==> src/rtl/bitmap_encoder_64x6_pkg.sv <==
// Shared widths and state encoding for the 64-to-6 sequential bitmap encoder.
package bitmap_encoder_64x6_pkg;
  localparam int VEC_W      = 64;
  localparam int IDX_W      = 6;
  localparam int HALF_W     = 32;
  localparam int HALF_IDX_W = 5;

  typedef enum logic {
    ST_IDLE  = 1'b0,
    ST_DRAIN = 1'b1
  } state_t;
endpackage

==> src/rtl/bitmap_encoder_64x6_if.sv <==
// Bitmap input / index output handshake bundle for bitmap_encoder_64x6.
interface bitmap_encoder_64x6_if;
  import bitmap_encoder_64x6_pkg::*;

  logic                 in_valid;
  logic                 in_ready;
  logic [VEC_W-1:0]     in_vec;
  logic                 out_valid;
  logic                 out_ready;
  logic [IDX_W-1:0]     out_idx;
  logic                 out_last;
  logic                 zero_pulse;
  logic                 busy;

  modport master (
    output in_valid, in_vec, out_ready,
    input  in_ready, out_valid, out_idx, out_last, zero_pulse, busy
  );

  modport slave (
    input  in_valid, in_vec, out_ready,
    output in_ready, out_valid, out_idx, out_last, zero_pulse, busy
  );
endinterface

==> src/rtl/bitmap_encoder_64x6_priority_encoder_32x5.sv <==
// Combinational 32-to-5 priority encoder; lowest set bit wins unless MSB_FIRST.
module priority_encoder_32x5
  import bitmap_encoder_64x6_pkg::*;
#(
  parameter bit MSB_FIRST = 1'b0
) (
  input  logic                  en,
  input  logic [HALF_W-1:0]     a,
  output logic [HALF_IDX_W-1:0] y,
  output logic                  any
);
  always_comb begin
    y   = '0;
    any = en & (|a);
    if (en) begin
      // Last match in scan order wins, so scan towards the winning end.
      if (MSB_FIRST) begin
        for (int i = 0; i < HALF_W; i++)
          if (a[i]) y = HALF_IDX_W'(i);
      end else begin
        for (int i = HALF_W - 1; i >= 0; i--)
          if (a[i]) y = HALF_IDX_W'(i);
      end
    end
  end
endmodule

==> src/rtl/bitmap_encoder_64x6.sv <==
// Sequential 64-to-6 encoder: accepts a bitmap, then emits one set-bit index per beat.
module bitmap_encoder_64x6
  import bitmap_encoder_64x6_pkg::*;
#(
  parameter bit MSB_FIRST = 1'b0
) (
  input logic                  clk,
  input logic                  rst,
  bitmap_encoder_64x6_if.slave bus
);
  state_t                  state, state_nxt;
  logic [VEC_W-1:0]        pending, pending_nxt, cleared;
  logic                    zero_q, zero_nxt;
  logic                    drain, lo_any, hi_any, sel_hi, last;
  logic [HALF_IDX_W-1:0]   lo_y, hi_y;
  logic [IDX_W-1:0]        idx;

  assign drain = (state == ST_DRAIN);

  priority_encoder_32x5 #(.MSB_FIRST(MSB_FIRST)) u_lo (
    .en  (drain),
    .a   (pending[HALF_W-1:0]),
    .y   (lo_y),
    .any (lo_any)
  );

  priority_encoder_32x5 #(.MSB_FIRST(MSB_FIRST)) u_hi (
    .en  (drain),
    .a   (pending[VEC_W-1:HALF_W]),
    .y   (hi_y),
    .any (hi_any)
  );

  // Gating with hi_any keeps the index at zero while idle (pending empty).
  assign sel_hi  = MSB_FIRST ? hi_any : (hi_any & ~lo_any);
  assign idx     = {sel_hi, (sel_hi ? hi_y : lo_y)};
  assign cleared = pending & ~({{(VEC_W-1){1'b0}}, 1'b1} << idx);
  assign last    = (lo_any | hi_any) & (cleared == '0);

  always_ff @(posedge clk or posedge rst) begin
    if (rst) begin
      state   <= ST_IDLE;
      pending <= '0;
      zero_q  <= 1'b0;
    end else begin
      state   <= state_nxt;
      pending <= pending_nxt;
      zero_q  <= zero_nxt;
    end
  end

  always_comb begin
    state_nxt   = state;
    pending_nxt = pending;
    zero_nxt    = 1'b0;
    case (state)
      ST_IDLE: begin
        if (bus.in_valid) begin
          if (bus.in_vec != '0) begin
            pending_nxt = bus.in_vec;
            state_nxt   = ST_DRAIN;
          end else begin
            zero_nxt = 1'b1;
          end
        end
      end
      ST_DRAIN: begin
        if (bus.out_ready) begin
          pending_nxt = cleared;
          if (last) state_nxt = ST_IDLE;
        end
      end
      default: state_nxt = ST_IDLE;
    endcase
  end

  always_comb begin
    bus.in_ready   = ~drain;
    bus.out_valid  = drain;
    bus.busy       = drain;
    bus.out_idx    = idx;
    bus.out_last   = last;
    bus.zero_pulse = zero_q;
  end
endmodule

==> src/flat_wrapper.sv <==
// flat-port wrapper written by rule: the top's interface ports become plain ports
module bitmap_encoder_64x6_flat import bitmap_encoder_64x6_pkg::*;
#(
  parameter bit MSB_FIRST = 1'b0
)
  (clk, rst, bus_in_valid, bus_in_vec, bus_out_ready, bus_in_ready, bus_out_valid, bus_out_idx, bus_out_last, bus_zero_pulse, bus_busy);
  bitmap_encoder_64x6_if bus_i ();
  input logic clk;
  input logic rst;
  input wire logic [$bits(bus_i.in_valid)-1:0] bus_in_valid;
  input wire logic [$bits(bus_i.in_vec)-1:0] bus_in_vec;
  input wire logic [$bits(bus_i.out_ready)-1:0] bus_out_ready;
  output wire logic [$bits(bus_i.in_ready)-1:0] bus_in_ready;
  output wire logic [$bits(bus_i.out_valid)-1:0] bus_out_valid;
  output wire logic [$bits(bus_i.out_idx)-1:0] bus_out_idx;
  output wire logic [$bits(bus_i.out_last)-1:0] bus_out_last;
  output wire logic [$bits(bus_i.zero_pulse)-1:0] bus_zero_pulse;
  output wire logic [$bits(bus_i.busy)-1:0] bus_busy;
  assign bus_i.in_valid = bus_in_valid;
  assign bus_i.in_vec = bus_in_vec;
  assign bus_i.out_ready = bus_out_ready;
  assign bus_in_ready = bus_i.in_ready;
  assign bus_out_valid = bus_i.out_valid;
  assign bus_out_idx = bus_i.out_idx;
  assign bus_out_last = bus_i.out_last;
  assign bus_zero_pulse = bus_i.zero_pulse;
  assign bus_busy = bus_i.busy;
  bitmap_encoder_64x6 #(.MSB_FIRST(MSB_FIRST)) u_core (.clk(clk), .rst(rst), .bus(bus_i));
endmodule
==> config.mk <==
export PLATFORM = sky130hd
export DESIGN_NAME = bitmap_encoder_64x6_flat
export DESIGN_NICKNAME = d
export VERILOG_FILES = /design/src/rtl/bitmap_encoder_64x6_pkg.sv /design/src/rtl/bitmap_encoder_64x6_if.sv /design/src/rtl/bitmap_encoder_64x6_priority_encoder_32x5.sv /design/src/rtl/bitmap_encoder_64x6.sv /design/src/flat_wrapper.sv
export SDC_FILE = /design/constraint.sdc
export NUM_CORES = 1
export LEC_CHECK = 0
export CAP_MARGIN = 20
export CORE_AREA = 2 2 135 137
export DETAILED_ROUTE_END_ITERATION = 8
export DIE_AREA = 0 0 137 139
export PLACE_DENSITY_LB_ADDON = 0.12
export SLEW_MARGIN = 10
export SYNTH_ARGS = -nofsm -noshare
export SYNTH_HDL_FRONTEND = slang
export SYNTH_SLANG_ARGS = --single-unit
==> constraint.sdc <==
create_clock -name clk -period 11.7 [get_ports clk]
set_clock_uncertainty 0.1 [all_clocks]
set_input_delay 2.34 -clock clk [delete_from_list [all_inputs] [get_ports clk]]
set_output_delay 2.34 -clock clk [all_outputs]
set_load 0.05 [all_outputs]
[Yosys cells after proc, flatten, opt, wreduce, memory -nomap -nowiden]
Index checks and enable logic that the tools add are counted.
Storage, ports and cells
  bits in registers: 66
  logic and storage cells: 100
Operators by class
  eq/ne operators: 3
  reductions and logical operators: 5
  bitwise gates (word level): 9
  shift-type cells: 1
  multiplexer cells: 79
Operators by type and width (count)
  2-to-1 mux 5 bit: 67
  2-to-1 mux 64 bit: 3
  one-hot mux 64 bit (2 select lines): 1
  bitwise AND 64 bit: 1
  zero test 64 bit: 1
  inverter 64 bit: 1
  nonzero test 64 bit: 1
  OR reduction 32 bit: 2
  left shift 1 x 6 -> 64 bit (first input constant): 1
  2-to-1 mux 1 bit: 7
  bitwise AND 1 bit: 4
  != test 2 bit (second input constant): 2
  AND reduction 3 bit: 1
  != test 2 x 1 -> 1 bit (second input constant): 1
  inverter 1 bit: 2
  one-hot mux 1 bit (2 select lines): 1
  OR 1 bit: 1

[Longest topological paths before layout]
  depth after elaboration: 42
  depth in mapped cells: 14
  mapped depth without buffers: 12

[By module]
A second synthesis with hierarchy kept.
Unflattened totals
  cell total of the unflattened synthesis: 641
  area total of the unflattened synthesis: 5043.6 µm²
By module, submodules not included
  bitmap_encoder_64x6: times used 1, sequential area each 1651.6 µm², area an instance 4242.8 µm², cells an instance 501
  priority_encoder_32x5: times used 2, sequential area each 0.0 µm², area an instance 400.4 µm², cells an instance 70

[Worst setup path before layout]
OpenSTA, ideal clock, no wires.
  path kind: register to output
  from: register u_core.pending[49]
  to: output bus_out_last
  path slack: 5.223 ns
  required time: 9.260 ns
  arrival: 4.037 ns
  stages on the path, launching flop included: 13
  path through: dfrtp_1 or4_4 nor4b_4 and2_1 buf_6 nor4_4 nor2_2 clkinv_1 or4_1 a31oi_1 nand3_1 or4_1 and4bb_1
Between the ends
  word-level cells in the longest chain between the ends: 25
Ends and longest elaborated chain
  from (decl): line bitmap_encoder_64x6.sv:12  | logic [VEC_W-1:0] pending, pending_nxt, cleared;
  from (signal assigned): line bitmap_encoder_64x6.sv:47  | pending <= pending_nxt;
  2-to-1 mux 5 bit (18 in a row): line bitmap_encoder_64x6_priority_encoder_32x5.sv:22  | if (a[i]) y = HALF_IDX_W'(i);
  2-to-1 mux 5 bit: line bitmap_encoder_64x6_priority_encoder_32x5.sv:15  | if (en) begin
  2-to-1 mux 5 bit *: line bitmap_encoder_64x6.sv:36  | assign idx = {sel_hi, (sel_hi ? hi_y : lo_y)};
  named net bus_out_idx[1]: line flat_wrapper.sv:15  | output wire logic [$bits(bus_i.out_idx)-1:0] bus_out_idx;
  left shift 1 x 6 -> 64 bit *: line bitmap_encoder_64x6.sv:37  | assign cleared = pending & ~({{(VEC_W-1){1'b0}}, 1'b1} << idx);
  inverter 64 bit *: line bitmap_encoder_64x6.sv:37
  bitwise AND 64 bit *: line bitmap_encoder_64x6.sv:37
  zero test 64 bit *: line bitmap_encoder_64x6.sv:38  | assign last = (lo_any | hi_any) & (cleared == '0);
  bitwise AND 1 bit *: line bitmap_encoder_64x6.sv:38
  to (decl): line flat_wrapper.sv:16  | output wire logic [$bits(bus_i.out_last)-1:0] bus_out_last;
Mark *: on every way through the listed nets, which the timed path passes. The rest lies on a longest branch.

[Worst setup path after layout]
  from: register u_core.pending[32]
  to: output bus_out_last
Between the ends
  word-level cells in the longest chain between the ends: 9
Ends and longest elaborated chain
  OR reduction 32 bit: line bitmap_encoder_64x6_priority_encoder_32x5.sv:14  | any = en & (|a);
  bitwise AND 1 bit: line bitmap_encoder_64x6_priority_encoder_32x5.sv:14
  bitwise AND 1 bit: line bitmap_encoder_64x6.sv:35  | assign sel_hi = MSB_FIRST ? hi_any : (hi_any & ~lo_any);
  2-to-1 mux 5 bit: line bitmap_encoder_64x6.sv:36
  left shift 1 x 6 -> 64 bit: line bitmap_encoder_64x6.sv:37
  inverter 64 bit: line bitmap_encoder_64x6.sv:37
  bitwise AND 64 bit: line bitmap_encoder_64x6.sv:37
  zero test 64 bit: line bitmap_encoder_64x6.sv:38
  bitwise AND 1 bit *: line bitmap_encoder_64x6.sv:38
Every way passes the cells marked *; elsewhere a longest branch is shown, timed or not.

==> run_results.csv <==
group,metric,value,unit
outcome,status,"complete, no violations",
final_layout,stdcell_area,6500,um^2
clocking,cts_setup_buffers,0,
timing,fin_tns_setup,0,ns
logic_synthesis,synth_edf_count,0,
route,vias,6131,
floorplan,die_width,137,um
global_routing,grt_first_pass_wirelength,40.7,mm
floorplan,die_h,139,um
logic_synthesis,synth_flop_cell,"dfrtp_1",
route,routed_wl,27.4,mm
global_routing,grt_max_degree,67,
route,detail_route.wl_per_cell,28.0,um
clocking,cts_root_buffer,"clkbuf_16",
setup_path,crit_type,"reg -> out",
logic_synthesis,async_flop_share,1.00,
logic_synthesis,ys_ff_latch,66,
global_routing,grt-ovfl-total,0,
setup_path,cp_data_arrival_time,5.85,ns
global_routing,grt_usage,0.293,
place,gp_congestion,0.960,
route,ant_nets,0,
logic_synthesis,syn_area_per_cell,7.66,um^2
logic_synthesis,synth_cells,675,
place,place_hpwl,20.7,mm
setup_path,worst_setup_path_end_kind,"primary output",
logic_synthesis,synth-seq-area-share,0.320,
final_layout,drive_gt1_frac,0.0748,
power,vdd_drop_max,0.0000813,V
timing,worst_pin_slew,1.07,ns
floorplan,num_rows,49,
final_layout,syn2layout_area_growth,25.8,%
final_layout,nets,812,
floorplan,core_area,17700,um^2
power,p_leak,2.47,nW
route,detail_route.iter0.violations,497,
route,drc,0,
clocking,cts.sinks,66,
final_layout,final_cell_mix,"nand2_1, clkdlybuf4s50_1, o21ai_0",
logic_synthesis,synth_nets,743,
floorplan,floorplan.die_area,19000,um^2
clocking,cts_made_buffers,9,
logic_synthesis,yosys_warnings,0,
final_layout,layout_commonest_cell,"nand2_1",
global_routing,grt_pass1_vias,6168,
clocking,post_cts_resized,0,
setup_path,crit_fanout,13,
timing,rsz0062_at_grt,"no",
timing,fin_crit,8.29,ns
clocking,tritoncts,"yes",
timing,setup-violations-final,0,
final_layout,antenna_cells,0,
route,viasPerCell,6.27,
power,powerDensity,258,nW/um^2
job,max_cap_violations,0,
setup_path,critPathRequiredTime,9.26,ns
clocking,htree_num_levels,3,
power,power,1.68,mW
timing,min_period_over_period,0.709,
timing,drv_slew,0,
min_path,min_path_type,"reg -> reg",
floorplan,start_util,0.293,
floorplan,io_pins,79,
global_routing,grt_antenna_before_repair,0,
place,placed_area,6190,um^2
clocking,ctsHoldBuffers,0,
logic_synthesis,netlist_area,5170,um^2
clocking,clockBufferDepth,2,
logic_synthesis,synth.distinct_cells,70,
timing,hold_viol,0,
place,port_buffers,78,
route,firstDrtPassIters,5,
setup_path,start_kind,"flip-flop",
timing,slew-limit-headroom,0.277,
clocking,clkTransAtPathRegs,0.06,ns
clocking,clock_latency,0.35,ns
timing,fmax,0.121,GHz
[cell usage after synthesis, types with 3 or more instances]
| cell | instances | area share |
|---|---|---|
| nand2b_1 | 6 | 0.0073 |
| a21boi_0 | 8 | 0.012 |
| a21o_1 | 14 | 0.020 |
| o21ai_1 | 3 | 0.0029 |
| o2111ai_1 | 3 | 0.0051 |
| nor4_1 | 34 | 0.041 |
| o31ai_1 | 7 | 0.010 |
| a31oi_1 | 7 | 0.0085 |
| inv_1 | 17 | 0.012 |
| nand2_1 | 118 | 0.086 |
| o22ai_1 | 5 | 0.0061 |
| or3_1 | 4 | 0.0048 |
| o41ai_1 | 5 | 0.0085 |
| o211ai_1 | 4 | 0.0058 |
| dfrtp_1 | 66 | 0.32 |
| nor3_1 | 13 | 0.013 |
| a21oi_1 | 49 | 0.047 |
| nand3_1 | 16 | 0.015 |
| nor2_1 | 48 | 0.035 |
| nand3b_1 | 3 | 0.0044 |
| clkbuf_1 | 24 | 0.017 |
| a2111oi_0 | 3 | 0.0051 |
| nor4_2 | 5 | 0.012 |
| or2_2 | 5 | 0.0061 |
| o21ai_0 | 71 | 0.069 |
| a211o_1 | 4 | 0.0068 |
| or4_1 | 12 | 0.017 |
| a22o_1 | 38 | 0.064 |
| nand4_1 | 18 | 0.022 |
| and2_1 | 5 | 0.0061 |
| a211oi_1 | 3 | 0.0044 |
| o31a_1 | 5 | 0.0085 |
[final cells by class]
class                      count  area [um^2]
inverter                      20         75.1
clock buffer                  12          256
tap                          229          287
timing repair buffer          89          863
sequential                    66         1650
fill                        1905        11200
multi-input combinational    558         3320
clock inverter                 4         50.0
[worst max-delay path, stage by stage (launching register included)]
cell             delay (ns)
dfrtp_1                0.48
nor4_1                 0.75
and4_1                 0.35
and2_1                 0.39
nor4_4                 0.16
nor2_2                 0.52
clkinv_1               0.46
or4_1                  0.60
a31oi_1                0.18
nand3_1                0.10
or4_1                  0.40
and4bb_1               0.29
clkdlybuf4s50_1        0.82
[state kept, by name (all words and copies together) (netlist names)]
register / count
u_core.pending: 64
u_core.bus.zero_pulse: 1
u_core.bus.busy: 1
[power breakdown]
group / internal [mW] / total (mW) / switching, mW
registers: 0.310 / 0.494 / 0.184
clock network: 0.176 / 0.289 / 0.112
logic: 0.289 / 0.897 / 0.607
[kinds of logic (layout without fill, tap and decap cells)]
| logic type | after synthesis | count (layout) | share of synthesized area |
|---|---|---|---|
| AOI/OAI and AO/OA | 247 | 247 | 0.321 |
| buffers and inverters | 51 | 125 | 0.0404 |
| and+or+nand+nor | 310 | 310 | 0.317 |
| DFF | 66 | 66 | 0.320 |
| adders and majority gates | 1 | 1 | 0.00194 |
[through the flow]
stage          setup WS (ns)  instances   util  hold WS (ns)
4_1_cts                 3.45        978  0.368         0.497
3_5_place_dp            3.82        962  0.351         0.484
6_report                3.41        978  0.368         0.498
3_3_place_gp            3.92        962  0.351         0.475
2_1_floorplan           5.22        675      -         0.411
5_1_grt                 3.07        978  0.368         0.533
[routing by layer]
metal,vias to the layer above,track usage,wire length [um]
met2,252,0.490,13400
met3,42,0.0402,1330
li1,2717,-,-
met5,-,0,0
met4,0,0.0960,756
met1,3120,0.386,11900
[worst paths after layout]
path	startpoint	end	slack, ns	cells after the start
max	u_core.pending[32]	bus_out_last	3.41	12
min	u_core.pending[0]	u_core.pending[0]	0.50	1
max reg2reg	u_core.pending[32]	u_core.bus.busy	6.51	11
min reg2reg	u_core.pending[0]	u_core.pending[0]	0.50	1
max in group asynchronous	rst	u_core.pending[41]	8.40	3
min in group asynchronous	rst	u_core.pending[25]	2.50	3
Power figures use the tool's default switching activity.
